### config.mk
export PLATFORM = sky130hd
export DESIGN_NAME = text_write_sequencer
export DESIGN_NICKNAME = d
export VERILOG_FILES = /design/src/rtl/text_write_sequencer.sv
export SDC_FILE = /design/constraint.sdc
export NUM_CORES = 1
export LEC_CHECK = 0
export CORE_ASPECT_RATIO = 1.4
export CORE_MARGIN = 2
export CORE_UTILIZATION = 30
export DETAILED_ROUTE_END_ITERATION = 12
export PLACE_DENSITY = 0.66
export RECOVER_POWER = 25
export SKIP_LAST_GASP = 1
export SYNTH_ARGS = -nofsm -noshare
export SYNTH_HDL_FRONTEND = slang
export SYNTH_SLANG_ARGS = --single-unit
### constraint.sdc
create_clock -name clk -period 2.1 [get_ports clk]
set_input_delay 0.525 -clock clk [delete_from_list [all_inputs] [get_ports clk]]
set_output_delay 0.525 -clock clk [all_outputs]
set_load 0.005 [all_outputs]
### src/rtl/text_write_sequencer.sv
// Text-mode character writer: turns character/clear requests into
// framebuffer line writes and colour-cell writes during display blanking.
`timescale 1ns/1ps
module text_write_sequencer #(
   parameter int COLS    = 80,
   parameter int ROWS    = 30,
   parameter int GLYPH_H = 16
) (
   input  logic        clk,
   input  logic        rst_n,
   input  logic        wr_req,
   input  logic [7:0]  wr_char,
   input  logic [2:0]  wr_color,
   input  logic        clr_req,
   input  logic        blank,
   output logic [11:0] glyph_addr,
   input  logic [7:0]  glyph_data,
   output logic        fb_we,
   output logic [15:0] fb_addr,
   output logic [7:0]  fb_wdata,
   output logic        col_we,
   output logic [11:0] col_addr,
   output logic [2:0]  col_wdata,
   output logic [6:0]  cur_x,
   output logic [4:0]  cur_y,
   output logic        busy
);

   localparam int LOG2H = $clog2(GLYPH_H);

   typedef enum logic [2:0] {IDLE, FETCH, WRITE, ADVANCE, CLEAR} state_t;

   state_t      r_state, w_next;
   logic [6:0]  r_cur_x;
   logic [4:0]  r_cur_y;
   logic [3:0]  r_row;
   logic [7:0]  r_char;
   logic [2:0]  r_color;
   logic        r_cr;
   logic [8:0]  r_clr_line;
   logic [6:0]  r_clr_col;

   logic [8:0]  w_line;
   logic        w_x_last, w_y_last, w_row_last;
   logic        w_clr_col_last, w_clr_line_last, w_clr_cell_row;
   logic [4:0]  w_clr_row_idx;

   assign w_line          = (9'(r_cur_y) << LOG2H) | 9'(r_row);
   assign w_x_last        = (r_cur_x == 7'(COLS - 1));
   assign w_y_last        = (r_cur_y == 5'(ROWS - 1));
   assign w_row_last      = (r_row == 4'(GLYPH_H - 1));
   assign w_clr_col_last  = (r_clr_col == 7'(COLS - 1));
   assign w_clr_line_last = (r_clr_line == 9'(ROWS * GLYPH_H - 1));
   assign w_clr_cell_row  = ((r_clr_line & 9'(GLYPH_H - 1)) == '0);
   assign w_clr_row_idx   = 5'(r_clr_line >> LOG2H);

   // glyph address held from FETCH through WRITE (row changes only after a write)
   assign glyph_addr = {r_char, r_row};
   assign busy       = (r_state != IDLE);
   assign cur_x      = r_cur_x;
   assign cur_y      = r_cur_y;

   // state register
   always_ff @(posedge clk or negedge rst_n) begin
      if (!rst_n) r_state <= IDLE;
      else        r_state <= w_next;
   end

   // next-state and write strobes; strobes qualified by blank so nothing lands during active video
   always_comb begin
      w_next    = r_state;
      fb_we     = 1'b0;
      fb_addr   = '0;
      fb_wdata  = '0;
      col_we    = 1'b0;
      col_addr  = '0;
      col_wdata = '0;
      case (r_state)
         IDLE: begin
            if (clr_req)     w_next = CLEAR;
            else if (wr_req) w_next = (wr_char == 8'h0D) ? ADVANCE : FETCH;
         end
         FETCH: w_next = WRITE;
         WRITE: begin
            fb_addr   = {w_line, r_cur_x};
            fb_wdata  = glyph_data;
            col_addr  = {r_cur_y, r_cur_x};
            col_wdata = r_color;
            if (blank) begin
               fb_we  = 1'b1;
               col_we = (r_row == '0);
               w_next = w_row_last ? ADVANCE : FETCH;
            end
         end
         ADVANCE: w_next = IDLE;
         CLEAR: begin
            fb_addr   = {r_clr_line, r_clr_col};
            col_addr  = {w_clr_row_idx, r_clr_col};
            col_wdata = 3'b111;
            if (blank) begin
               fb_we  = 1'b1;
               col_we = w_clr_cell_row;
               if (w_clr_col_last && w_clr_line_last) w_next = IDLE;
            end
         end
         default: w_next = IDLE;
      endcase
   end

   // cursor, glyph row counter, latched request and clear sweep counters
   always_ff @(posedge clk or negedge rst_n) begin
      if (!rst_n) begin
         r_cur_x    <= '0;
         r_cur_y    <= '0;
         r_row      <= '0;
         r_char     <= '0;
         r_color    <= '0;
         r_cr       <= 1'b0;
         r_clr_line <= '0;
         r_clr_col  <= '0;
      end else begin
         case (r_state)
            IDLE: begin
               r_row <= '0;
               if (clr_req) begin
                  r_clr_line <= '0;
                  r_clr_col  <= '0;
               end else if (wr_req) begin
                  r_char  <= wr_char;
                  r_color <= wr_color;
                  r_cr    <= (wr_char == 8'h0D);
               end
            end
            WRITE: begin
               if (blank && !w_row_last) r_row <= r_row + 4'd1;
            end
            ADVANCE: begin
               if (r_cr || w_x_last) begin
                  r_cur_x <= '0;
                  r_cur_y <= w_y_last ? '0 : r_cur_y + 5'd1;
               end else begin
                  r_cur_x <= r_cur_x + 7'd1;
               end
            end
            CLEAR: begin
               if (blank) begin
                  if (w_clr_col_last) begin
                     r_clr_col <= '0;
                     if (w_clr_line_last) begin
                        r_cur_x <= '0;
                        r_cur_y <= '0;
                     end else begin
                        r_clr_line <= r_clr_line + 9'd1;
                     end
                  end else begin
                     r_clr_col <= r_clr_col + 7'd1;
                  end
               end
            end
            default: ;
         endcase
      end
   end

endmodule

==> flow_summary_export.csv <==
group,metric,value,unit
clocking,insertion_delay,0.28,ns
finish,syn2layout_area_growth,55.3,%
timing,fin_skew,0.00456,ns
yosys,synth-simple-area-share,25.2,%
place,post_dp_cell_area,4150,um2
clocking,clk_path_buf_depth,2,
global_route,grtUsageMet3,2.48,%
timing,setup_violations,28,
global_route,use_met2,32.0,%
clocking,root_buffer,"clkbuf_16",
place,post-dp-hpwl,6440,um
drt,drt_wl_total,9170,um
yosys,synth_top_family_by_area,"simple AND/OR/NAND/NOR gates",
yosys,synth_area_per_cell,9.17,um2
floorplan,row_count,42,
drt,ant_nets,0,
floorplan,fp.dieW,86.9,um
finish,finalNonFillerCells,573,
clocking,cts_hold_buf,0,
yosys,synth-edff-count,0,
worst_setup_path,critical_path.max_fanout,7,
worst_setup_path,startpoint,"r_state[1]",
finish,final_cell_mix,"59 x buf_4, 46 x dfrtp_1, 46 x clkdlybuf4s50_1",
worst_setup_path,rr_endpoint,"r_state[1]",
global_route,overflow,0,
timing,tns,-1.64,ns
clocking,htree_levels,2,
yosys,synth_xor_xnor_area_share,0.910,%
job,drv_cap,0,
yosys,async_flop_share,100,%
global_route,grt_pass1_wl,14200,um
timing,fin_crit_sh,107,%
pwr,p_leak,2.09,nW
yosys,synth_nets,347,
timing,slew_violations,0,
timing,fmax,444,MHz
timing,tightest_slew,1.03,ns
floorplan,fp.dieH,120,um
timing,slew_headroom,31.1,%
worst_setup_path,cp.required,1.57,ns
drt,wl_per_cell,16.0,um
worst_setup_path,rr_startpoint,"r_clr_line[1]",
worst_setup_path,r2r_setup_slack,-0.01,ns
yosys,yosysSeqAreaShare,40.7,%
finish,layout.cells.most_common,"buf_4",
floorplan,coreArea,9410,um2
timing,finalHoldViolCount,0,
place,dp_cells,537,
worst_setup_path,worst_setup_path_start_kind,"flip-flop",
finish,drive_gt1_share,36.3,%
yosys,ys_ff_latch,47,
global_route,use_met1,19.3,%
global_route,grt_max_degree,31,
worst_setup_path,critPathCaptureType,"primary output",
run_status,status,"complete, but fails checks",
drt,drt_iter0_drc,128,
floorplan,ios,90,
yosys,ys.flop_type,"dfrtp_1",
finish,stdcell_area,4490,um2
global_route,gr-usage-all-layers,16.9,%
clocking,cts_sinks,47,
clocking,cts_buffers,5,
clocking,cts_tree,"yes",
global_route,grt_pass1_vias,2972,
pwr,power_density,1200,nW/um2
worst_setup_path,reg2reg_depth,6,
worst_setup_path,worstSetupPathType,"reg -> out",
yosys,synth_area,2890,um2
place,globalplace.congestion,0.821,
run_status,violations,"setup timing",
global_route,top_usage_layer,"met2",
place,port-buffer-count,89,
drt,dr_total_vias,2986,
drt,drc_errors,0,
yosys,synth_compound_area_share,17.2,%
global_route,antenna_found_initial,0,
pwr,ir_drop,550,uV
floorplan,initial_core_util,30.7,%
min_path,worstHoldPathType,"in -> async",
timing,rsz0062_at_grt,"true",
clocking,clk_pin_slew_worst_paths,0.06,ns
yosys,yosys_warnings,0,
floorplan,die_area,10400,um2
yosys,yosys-mux-area-fraction,5.42,%
timing,setup_ws,-0.155,ns
yosys,synth.distinct_cells,54,
worst_setup_path,critPathArrivalTime,1.73,ns
finish,antenna_cells,0,
drt,dr.pass1.iters,4,
drt,detail_route.vias_per_cell,5.21,
yosys,yosys.area_share.adder,3.47,%
finish,finalNetCount,495,
yosys,synthCells,315,
timing,fin_crit,2.25,ns
## area by class of cell
| cell class | count | area, um2 |
|---|---|---|
| Clock buffer | 6 | 139 |
| Clock inverter | 1 | 5.00 |
| Fill cell | 863 | 4920 |
| Inverter | 12 | 45.0 |
| Multi-Input combinational cell | 230 | 1630 |
| Sequential cell | 47 | 1180 |
| Tap cell | 110 | 138 |
| Timing Repair Buffer | 167 | 1350 |
## registers in the layout (all words and copies together), names as in the netlist
| signal | flops |
|---|---|
| r_clr_line | 9 |
| r_char | 8 |
| cur_x | 7 |
| r_clr_col | 7 |
| cur_y | 5 |
| r_row | 4 |
| r_color | 3 |
| r_state | 3 |
| r_cr | 1 |
## routing by layer
| layer | vias to the layer above | wire (um) |
|---|---|---|
| met1 | 1447 | 3750 |
| li1 | 1428 | - |
| met3 | 10 | 424 |
| met4 | 0 | 130 |
| met5 | - | 0 |
| met2 | 101 | 4870 |
## per-stage QoR
step | worst slack, ns | hold WS [ns] | utilization (%) | power (mW)
after CTS | -0.117 | 0.216 | 47.0 | 5.22
final | -0.155 | 0.402 | 47.7 | 5.40
after floorplan | 0.0187 | 0.229 | - | 2.62
after global routing | -0.206 | 0.499 | 47.7 | 5.74
after global placement | -0.183 | 0.489 | 44.1 | 4.04
after detailed placement | -0.236 | 0.492 | 44.1 | 4.11
## how the worst max path moves through the flow
stage / end / slack [ns] / cells past startpoint
CTS: col_addr[3] / -0.12 / 6
floorplan: fb_addr[15] / 0.02 / 7
global placement: col_we / -0.18 / 4
global route: col_we / -0.21 / 8
finish: col_addr[3] / -0.15 / 6
detailed placement: col_addr[3] / -0.24 / 4
## critical path, stage by stage, from the launching register on
cell and delay, ns:
dfrtp_1 0.42, buf_6 0.14, nor3b_4 0.20, buf_6 0.16, buf_6 0.13, a22o_1 0.15
dlygate4sd2_1 0.24
## cell families after synthesis
group	Yosys count
and+or+nand+nor	131
AOI/OAI and AO/OA	74
DFF	47
buffers and inverters	38
muxes	14
adders and majority gates	8
xor gates and xnor gates	3
## cells in the mapped netlist, drive strengths merged, types with 2 or more instances
library cell	instances	area share [%]
a211o	3	0.91
a21oi	8	1.6
a22o	13	3.9
a31oi	2	0.43
and2	11	2.4
and3	6	1.3
buf	20	4.7
clkbuf	6	0.78
dfrtp	47	41
ha	8	3.5
inv	12	1.6
mux2	13	5.1
nand2	34	4.4
nand2b	6	1.6
nand3	14	2.6
nand4	6	1.3
nor2	20	2.6
nor3	9	2.3
nor3b	6	1.7
nor4	3	0.65
nor4b	2	0.61
o21ai	31	5.4
o22a	2	0.61
o31ai	7	1.8
or3	4	0.87
or4	4	1.2
xor2	3	0.91
## power breakdown
group	switching [mW]	leakage, nW	internal [mW]
Combinational	1.44	1.43	1.81
Clock	0.321	0.0727	0.465
Sequential	0.225	0.591	1.14
Total	1.98	2.09	3.42
## timing repair
item | CTS | global route
gates cloned | 1 | 0
pin swaps | 20 | 14
buffers inserted | 24 | 10
setup endpoints to repair | 43 | 53
gates resized for setup | 163 | 40
No activity file was read; power rests on OpenSTA's default activity.
